<file path="config.mk">
export PLATFORM = sky130hd
export DESIGN_NAME = fetch_sequencer
export DESIGN_NICKNAME = d
export VERILOG_FILES = /design/src/rtl/fetch_sequencer.sv
export SDC_FILE = /design/constraint.sdc
export NUM_CORES = 1
export LEC_CHECK = 0
export ABC_CLOCK_PERIOD_IN_PS = 2000
export CAP_MARGIN = 20
export CORE_AREA = 2 2 91 93
export CTS_CLUSTER_SIZE = 20
export DETAILED_ROUTE_END_ITERATION = 8
export DIE_AREA = 0 0 93 95
export DONT_BUFFER_PORTS = 1
export GPL_TIMING_DRIVEN = 0
export PLACE_DENSITY = 0.7
export RECOVER_POWER = 25
export SLEW_MARGIN = 20
export SYNTH_ARGS = -nofsm -noshare
export SYNTH_HDL_FRONTEND = slang
export SYNTH_SLANG_ARGS = --single-unit
</file>
<file path="constraint.sdc">
create_clock -name clk -period 2 [get_ports clk]
set_input_delay 0.1 -clock clk [delete_from_list [all_inputs] [get_ports clk]]
set_output_delay 0.1 -clock clk [all_outputs]
set_load 0.1 [all_outputs]
</file>
<file path="src/rtl/fetch_sequencer.sv">
// fetch_sequencer: drives the PC register update (pc_en/next_pc), issues one
// imem request per PC with at most one outstanding, and hands fetched words to
// decode over valid/ready. Redirects override all other PC updates and drop any
// response still in flight for the old PC.
// Optional feature macro: FETCH_TIMEOUT_EN adds a response timeout, a sticky
// fetch_fault output and a HALT state that only reset_n can leave.
module fetch_sequencer #(
  parameter logic [31:0] RESET_PC       = 32'h0000_0000,
  parameter logic [31:0] PC_STEP        = 32'd4,
  parameter int unsigned TIMEOUT_CYCLES = 255
) (
  input  logic        clk,
  input  logic        reset_n,
  input  logic [31:0] pc,
  output logic        pc_en,
  output logic [31:0] next_pc,
  output logic        imem_req_valid,
  input  logic        imem_req_ready,
  output logic [31:0] imem_req_addr,
  input  logic        imem_rsp_valid,
  input  logic [31:0] imem_rsp_data,
  input  logic        redirect_valid,
  input  logic [31:0] redirect_pc,
  output logic        inst_valid,
  input  logic        inst_ready,
  output logic [31:0] inst_data,
  output logic [31:0] inst_pc,
  output logic        fetch_fault
);

  typedef enum logic [2:0] {
    BOOT,
    REQ,
    WAIT,
    HOLD,
    DRAIN
`ifdef FETCH_TIMEOUT_EN
    ,
    HALT
`endif
  } state_t;

  state_t      state_q, state_d;
  logic        inst_valid_q, inst_valid_d;
  logic [31:0] inst_data_q, inst_data_d;
  logic [31:0] inst_pc_q, inst_pc_d;
  logic        redirect_take;
  logic        outstanding;
  logic        timeout_hit;
  logic        fault_set;

`ifdef FETCH_TIMEOUT_EN
  localparam int unsigned CNT_W = ($clog2(TIMEOUT_CYCLES + 1) > 8) ?
                                  $clog2(TIMEOUT_CYCLES + 1) : 8;
  localparam logic [CNT_W-1:0] TIMEOUT_LAST = CNT_W'(TIMEOUT_CYCLES - 1);

  logic [CNT_W-1:0] tmo_cnt_q, tmo_cnt_d;
  logic             fault_q, fault_d;

  // Redirects are ignored once halted.
  assign redirect_take = redirect_valid && (state_q != HALT);
  assign timeout_hit   = (tmo_cnt_q == TIMEOUT_LAST);

  // Response timeout counter: restarts on every state change, counts while waiting.
  always_comb begin
    tmo_cnt_d = tmo_cnt_q;
    if (state_d != state_q) begin
      tmo_cnt_d = '0;
    end else if (state_q == WAIT || state_q == DRAIN) begin
      tmo_cnt_d = tmo_cnt_q + 1'b1;
    end
  end

  // Sticky fault: set once by a timeout, cleared only by reset.
  always_comb begin
    fault_d = fault_q | fault_set;
  end

  // Timeout counter and fault registers.
  always_ff @(posedge clk) begin
    if (!reset_n) begin
      tmo_cnt_q <= '0;
      fault_q   <= 1'b0;
    end else begin
      tmo_cnt_q <= tmo_cnt_d;
      fault_q   <= fault_d;
    end
  end

  assign fetch_fault = fault_q;
`else
  assign redirect_take = redirect_valid;
  assign timeout_hit   = 1'b0;
  assign fetch_fault   = 1'b0;
`endif

  // A request remains outstanding after this cycle if one was accepted or one
  // is still awaiting its response.
  assign outstanding = ((state_q == WAIT || state_q == DRAIN) && !imem_rsp_valid) ||
                       (state_q == REQ && imem_req_ready);

  // Next-state, PC update and instruction-register logic.
  always_comb begin
    state_d      = state_q;
    pc_en        = 1'b0;
    next_pc      = pc;
    inst_valid_d = inst_valid_q;
    inst_data_d  = inst_data_q;
    inst_pc_d    = inst_pc_q;
    fault_set    = 1'b0;
    if (reset_n) begin
      case (state_q)
        BOOT: begin
          pc_en   = 1'b1;
          next_pc = RESET_PC;
          state_d = REQ;
        end
        REQ: begin
          if (imem_req_ready) begin
            state_d = WAIT;
          end
        end
        WAIT: begin
          if (imem_rsp_valid) begin
            inst_valid_d = 1'b1;
            inst_data_d  = imem_rsp_data;
            inst_pc_d    = pc;
            pc_en        = 1'b1;
            next_pc      = pc + PC_STEP;
            state_d      = HOLD;
          end else if (timeout_hit) begin
`ifdef FETCH_TIMEOUT_EN
            fault_set = 1'b1;
            state_d   = HALT;
`endif
          end
        end
        HOLD: begin
          if (inst_valid_q && inst_ready) begin
            inst_valid_d = 1'b0;
            state_d      = REQ;
          end
        end
        DRAIN: begin
          if (imem_rsp_valid) begin
            state_d = REQ;
          end else if (timeout_hit) begin
`ifdef FETCH_TIMEOUT_EN
            fault_set = 1'b1;
            state_d   = HALT;
`endif
          end
        end
`ifdef FETCH_TIMEOUT_EN
        HALT: begin
          state_d = HALT;
        end
`endif
        default: begin
          state_d = BOOT;
        end
      endcase

      // Redirect overrides everything above: the instruction registers keep
      // their old contents, only the valid flag drops.
      if (redirect_take) begin
        pc_en        = 1'b1;
        next_pc      = redirect_pc;
        inst_valid_d = 1'b0;
        inst_data_d  = inst_data_q;
        inst_pc_d    = inst_pc_q;
        fault_set    = 1'b0;
        state_d      = outstanding ? DRAIN : REQ;
      end
    end
  end

  // State and instruction output registers.
  always_ff @(posedge clk) begin
    if (!reset_n) begin
      state_q      <= BOOT;
      inst_valid_q <= 1'b0;
      inst_data_q  <= '0;
      inst_pc_q    <= '0;
    end else begin
      state_q      <= state_d;
      inst_valid_q <= inst_valid_d;
      inst_data_q  <= inst_data_d;
      inst_pc_q    <= inst_pc_d;
    end
  end

  assign imem_req_valid = reset_n && (state_q == REQ);
  assign imem_req_addr  = pc;
  assign inst_valid     = inst_valid_q;
  assign inst_data      = inst_data_q;
  assign inst_pc        = inst_pc_q;

endmodule

</file>
==> metrics, run 1 <==
outcome finished, violations left; failing checks negative setup slack; Slew HR roughly a fifth; post-synthesis async set-or-reset flop share 0%; wl on met1 6140 um; DR WL met2 around 7500 um; H-Tree Depth 3; Antenna Violating Nets Remaining 0; largest area contributor in the netlist dfxtp_1; CTS tree built; largest cells by area after synthesis dfxtp_1 (32%), nand2_1 (14%), a21boi_1 (9.1%); synthesis-stage register bit count just under 70; P_int about 2.3 mW; worst slack at placement -0.593 ns; Final Routed Wirelength about 16000 um; Post-Syn Instances between 500 and 600; ratio of final minimum period to clock period 125%; Vias/cell between 6 and 7; worst-margin pin slew between 1 and 1.5 ns; Rows 33; Yosys warnings 0; root buf cell clkbuf_8; Crit Path Class reg -> out; max frequency 399 MHz; final hold vios 0; crit path time final roughly 2.5 ns; worst min path class in -> reg; GP Congestion just over 0.9; GRT Overall Usage 33.6%; final setup margin -0.506 ns; initial antenna violation count 0; number of synthesized flops with an enable pin 0; clock skew between 0.005 and 0.006 ns; DR DRC count 0; sequential-to-total area share from yosys stat a little under a third; first-pass GRT wire length approximately 23000 um; Total Die Area just under 0.009 mm2; CTS Sinks 68; total grt overflow 0; Die Span X slightly above 90 um; max-cap violations 0; Max Slew Vio Count 0; Sequential Power Share approximately a third; routed len/inst between 15 and 20 um; Final Cell Area between 0.006 and 0.007 mm2; PortBufs 0; Final Setup Violations 30; Core ar. between 0.007 and 0.008 mm2; Netlist cell types slightly below 60; Worst setup SP type register; vias slightly below 5k; post-synthesis average cell area 7.35 um2; DR iter-0 viols ~340; P_sw 1.73 mW; clock latency on the worst-skew pair roughly 0.36 ns; critical path endpoint category output pin; Sw Ratio about 43%; Arrival @ worst endpoint roughly 2.4 ns; Placed Area 0.00478 mm2; CP max FO 6; Peak VDD IR approximately 0.00039 V; Leak 2.11 nW; routed wl met3 approximately 1500 um; Largest stage delay, worst path between 0.8 and 0.9 ns; ys flop type dfxtp_1; area delta synth->final 42.0%; Die Span Y between 90 and 100 um; synthesized area 0.00428 mm2; IO Count about 230; RSZ-0062 raised after global routing yes; layout filler cell count 608; Yosys top cell area share a little under a third; Logic pwr share 35.6%; pwr dens about 660 mW/mm2; clock-pin transition on the worst setup and hold timing paths ~0.08 ns; highest metal used met4; layout cells sized above 1 21.8%; pin count of the biggest net entering global routing 14; HPWL after DPL about 11000 um; deepest clock path buffer count 2; number of global-route vias before repair between 4k and 5k; initial core utilization 54.0%; cells along the critical path or3b_1, buf_8, nor2_4, a311oi_2, nor3_4; Power Total 4.03 mW; first drt pass iteration count 5; syn_nets 686; Worst EP required 1.90 ns; clock power share just under 30%; Num CTS Buffers 9; slowest CP cell nor3_4; nets@finish a little under 800
-- kinds of logic after synthesis --
group                      share of synthesized area (%)
and+or+nand+nor                                     29.3
AOI/OAI and AO/OA                                   26.1
buffers and inverters                               10.7
DFF                                                 31.8
xor gates and xnor gates                           0.818
muxes                                              0.935
adders and majority gates                          0.292
other                                             0.0875
-- placed cells by master, fill, tap and decap left out, drive strengths merged, types with 6 or more instances in the layout --
master / Yosys / routed
nand2: 163 / 163
dfxtp: 68 / 68
a21boi: 64 / 64
dlygate4sd3: 0 / 63
clkbuf: 21 / 61
buf: 55 / 47
o21ai: 22 / 22
nor2: 20 / 20
a21oi: 18 / 18
nand3: 16 / 16
nand4: 15 / 15
a22o: 12 / 12
o22ai: 8 / 8
a31oi: 8 / 8
nor2b: 7 / 7
a22oi: 6 / 6
nor3: 6 / 6
-- power groups by stage --
stage | combinational [mW] | sequential (mW) | clock, mW
after floorplan | 1.12 | 1.45 | 0
after global placement | 1.20 | 1.46 | 0
after detailed placement | 1.25 | 1.46 | 0
after CTS | 1.42 | 1.42 | 1.19
after global routing | 1.47 | 1.42 | 1.23
final | 1.43 | 1.42 | 1.18
-- cells in the mapped netlist, types with 5 or more instances --
cell type    n
nand2_1    163
dfxtp_1     68
a21boi_1    52
buf_4       33
buf_2       22
clkbuf_1    21
o21ai_0     19
a21oi_1     18
nor2_1      18
nand3_1     14
nand4_1     14
a21boi_0    12
a22o_1      12
a31oi_1      8
o22ai_1      8
nor2b_1      7
a22oi_1      6
nor3_1       6
and2_1       5
and3_1       5
inv_1        5
o211ai_1     5
-- routing by layer --
layer	global-route usage, %	up-vias
met1	40.5	2258
met2	55.8	304
met5	0	-
li1	-	2208
met3	8.30	56
met4	16.7	0
-- final cells by class --
class	instances	area, um2	share of cell area [%]
antenna	1	2.50	0.0411
buffer	75	414	6.81
clock buffer	9	124	2.04
clock inverter	7	76.3	1.25
inverter	6	31.3	0.514
multi-input combinational	433	3040	50.0
sequential	68	1370	22.6
tap	105	131	2.16
timing repair buffer	87	888	14.6
-- repair_timing --
| action | 4_1_cts | 5_1_grt |
|---|---|---|
| endpoints found under the hold margin | 63 | 0 |
| hold buffers | 63 | 0 |
| gates resized for setup | 75 | 43 |
| pin swaps | 27 | 16 |
| buffers inserted | 16 | 4 |
| endpoints found under the setup margin | 36 | 75 |
-- path summary, 6_finish.rpt --
check / startpoint / end / slack (ns) / cells past startpoint
setup / recovery: state_q[0] / next_pc[31] / -0.51 / 5
hold / removal: pc[5] / inst_pc[5] / 0.07 / 3
setup reg to reg: state_q[0] / inst_pc[15] / 0.04 / 10
hold reg to reg: state_q[2] / state_q[1] / 0.65 / 2
-- stage by stage --
stage / cells / util, % / hold slack (ns) / TNS (ns)
finish: 791 / 76.8 / 0.0696 / -8.92
global route: 790 / 76.7 / 0.0634 / -10.20
CTS: 787 / 76.1 / 0.0491 / -7.87
detailed placement: 693 / 60.3 / 0.241 / -8.72
global placement: 688 / 58.9 / 0.236 / -11.72
floorplan: 583 / - / 0.235 / -3.77
-- flip-flops by register name, summed over array words and instances, names as in the netlist --
| signal | flops |
|---|---|
| inst_data | 32 |
| inst_pc | 32 |
| inst_valid | 1 |
| state_q | 3 |
-- critical path, delay by kind of cell (launching register included) --
kind	cells	cell delay (ns)
flip-flops	1	0.36
buffers and inverters	1	0.16
AND/OR/NAND/NOR	3	1.39
AO/OA/AOI/OAI	1	0.13
(Power assumes the default switching activity.)
==> run 2, diff against run 1 <==
--- a/config.mk
+++ b/config.mk
@@ -15,6 +15,7 @@
 export GPL_TIMING_DRIVEN = 0
 export PLACE_DENSITY = 0.7
 export RECOVER_POWER = 25
+export REMOVE_ABC_BUFFERS = 1
 export SLEW_MARGIN = 20
 export SYNTH_ARGS = -nofsm -noshare
 export SYNTH_HDL_FRONTEND = slang
==> run 2 against run 1 <==
Net effect:
- the run still ends with negative setup slack left
- global-route usage increased by 1.7 points
- flip-flop and latch count unchanged
- non-clock buffer count down 45
==> metrics, run 2 (synthesis results as in run 1) <==
outcome finished, violations left; failing checks negative setup slack; layout cells sized above 1 24.1% (+2.4 points); CTS tree built; GRT Overall Usage 35.3% (+1.7 points); crit path time final 2.43 ns (-0.0775 ns); initial antenna violation count 0 (unchanged); worst reg2reg path depth 8 (-2); Post-Layout Cell Count 748 (-5.4%); Core ar. 0.00793 mm2 (unchanged); final hold vios 0 (unchanged); Final Cell Area 0.00617 mm2 (+1.5%); ant diodes 0 (-1); DR WL met2 8530 um (+13%); commonest non-fill, non-tap cell in the layout nand2_1; pwr dens 631 mW/mm2 (-4.8%); Peak VDD IR 0.000439 V (+12%); reg-to-reg slack, setup 0.03 ns (about the same); Slew HR 25.5% (+5.1 points); number of global-route vias before repair 4751 (+6.7%); first-pass GRT wire length 24200 um (+5.5%); Crit Path Class reg -> out; Num CTS Buffers 9 (unchanged); root buf cell clkbuf_8; nets@finish 741 (-5.4%); reg-to-reg startpoint state_q[1]; clock-pin transition on the worst setup and hold timing paths 0.08 ns (about the same); CP Launch Point state_q[2]; Die Span Y 95 um (unchanged); Placed Area 0.00433 mm2 (-9.5%); Rows 33 (unchanged); Worst setup SP type register; IO Count 234 (unchanged); total grt overflow 0 (unchanged); max-cap violations 0 (unchanged); wl on met1 6250 um (+1.8%); Worst EP required 1.90 ns (about the same); Finished Core Util 77.9% (+1.1 points); critical path endpoint category output pin; Vias/cell 6.40 (+4.8%); worst min path class in -> reg; highest metal used met4; CP max FO 6 (unchanged); Antenna Violating Nets Remaining 0 (unchanged); first drt pass iteration count 5 (unchanged); Placed Cells 622 (-10%); vias 4784 (-0.87%); routed wl met3 1360 um (-11%); Final Setup Violations 29 (-3.3%); area delta synth->final 44.1%; Final Routed Wirelength 16700 um (+5.4%); routed len/inst 22.3 um (+11%); final setup margin -0.428 ns (+0.0775 ns); deepest clock path buffer count 2 (unchanged); GP Congestion 0.828 (-11%); initial core utilization 54.0% (unchanged); DR iter-0 viols 372 (+10%); Die Span X 93 um (unchanged); HPWL after DPL 8590 um (-19%); clock latency on the worst-skew pair 0.35 ns (about the same); worst slack at placement -1.23 ns (-0.634 ns); ratio of final minimum period to clock period 121% (-3.9 points); RR Endpoint inst_data[3]; RSZ-0062 raised after global routing yes; Leak 2.14 nW (+1.8%); area of the multi-input gates 0.00312 mm2 (+2.6%); clock skew 0.00771 ns (+0.00213 ns); max frequency 412 MHz (+3.2%); layout filler cell count 549 (-9.7%); pin count of the biggest net entering global routing 66 (+52); CTS Sinks 68 (unchanged); Arrival @ worst endpoint 2.33 ns (-0.08 ns); PortBufs 0 (unchanged); DR DRC count 0 (unchanged); Reg area 0.00137 mm2 (unchanged); H-Tree Depth 3 (unchanged); worst-margin pin slew 1.12 ns (-0.0813 ns); worst setup path endpoint next_pc[8]; Max Slew Vio Count 0 (unchanged); Total Die Area 0.00884 mm2 (unchanged); most frequent cells in the layout nand2_1 (159), dlygate4sd3_1 (67), dfxtp_1 (65)
-- run 2: cell types whose count changed in the layout (fill, tap and decap cells not counted), moves of 4 or more --
| cell | delta |
|---|---|
| clkbuf_1 | -44 |
| buf_2 | -13 |
| buf_12 | +7 |
| buf_4 | +4 |
| dlygate4sd3_1 | +4 |
| nor2_1 | -4 |
-- run 2: repair_timing --
| action | in CTS | in global routing |
|---|---|---|
| setup buffers | 22 | 16 |
| hold buffers | 68 | 0 |
| hold endpoints to repair | 68 | 0 |
| resized for setup | 87 | 37 |
| endpoints found under the setup margin | 97 | 34 |
| cloned | 4 | 1 |
| pin swaps | 30 | 22 |
-- run 2: routing by layer --
metal | global-route usage, % | vias up
li1 | - | 2122
met1 | 39.7 | 2295
met2 | 62.1 | 308
met3 | 8.70 | 59
met4 | 17.9 | 0
met5 | 0 | -
-- run 2: final cells by class --
type	instances	share of cell area, %
clock buffer	9	2.01
clock inverter	7	1.60
inverter	6	0.426
multi-input combinational	436	50.6
sequential	68	22.2
tap	105	2.13
timing repair buffer	117	21.0
-- run 2: power by group --
part           internal (mW)  switching [mW]  total, mW
Combinational          0.381           0.788       1.17
Sequential              1.36          0.0629       1.42
Clock                  0.708           0.595       1.30
-- run 2: metrics by stage --
| step | power [mW] | TNS, ns | hold WS (ns) |
|---|---|---|---|
| after CTS | 3.85 | -5.71 | 0.00259 |
| after global routing | 4.00 | -8.22 | 0.0162 |
| after floorplan | 2.16 | -57.96 | 0.200 |
| after detailed placement | 2.33 | -47.07 | 0.201 |
| final | 3.90 | -6.89 | 0.0189 |
| after global placement | 2.22 | -129.81 | 0.201 |
-- run 2: worst max-delay path, cell delays in order, from the launching register on --
cell	delay (ns)
dfxtp_4	0.38
or3b_4	0.38
or4_4	0.42
a21oi_2	0.15
a21oi_2	0.06
o21ai_4	0.58
-- run 2: how the worst min path moves through the flow --
stage,to,cells after the start,startpoint
6_report,state_q[1],2,inst_ready
5_1_grt,state_q[1],2,inst_ready
4_1_cts,state_q[1],2,inst_ready
3_5_place_dp,imem_req_addr[18],0,pc[18]
3_3_place_gp,imem_req_addr[18],0,pc[18]
2_1_floorplan,imem_req_addr[0],0,pc[0]
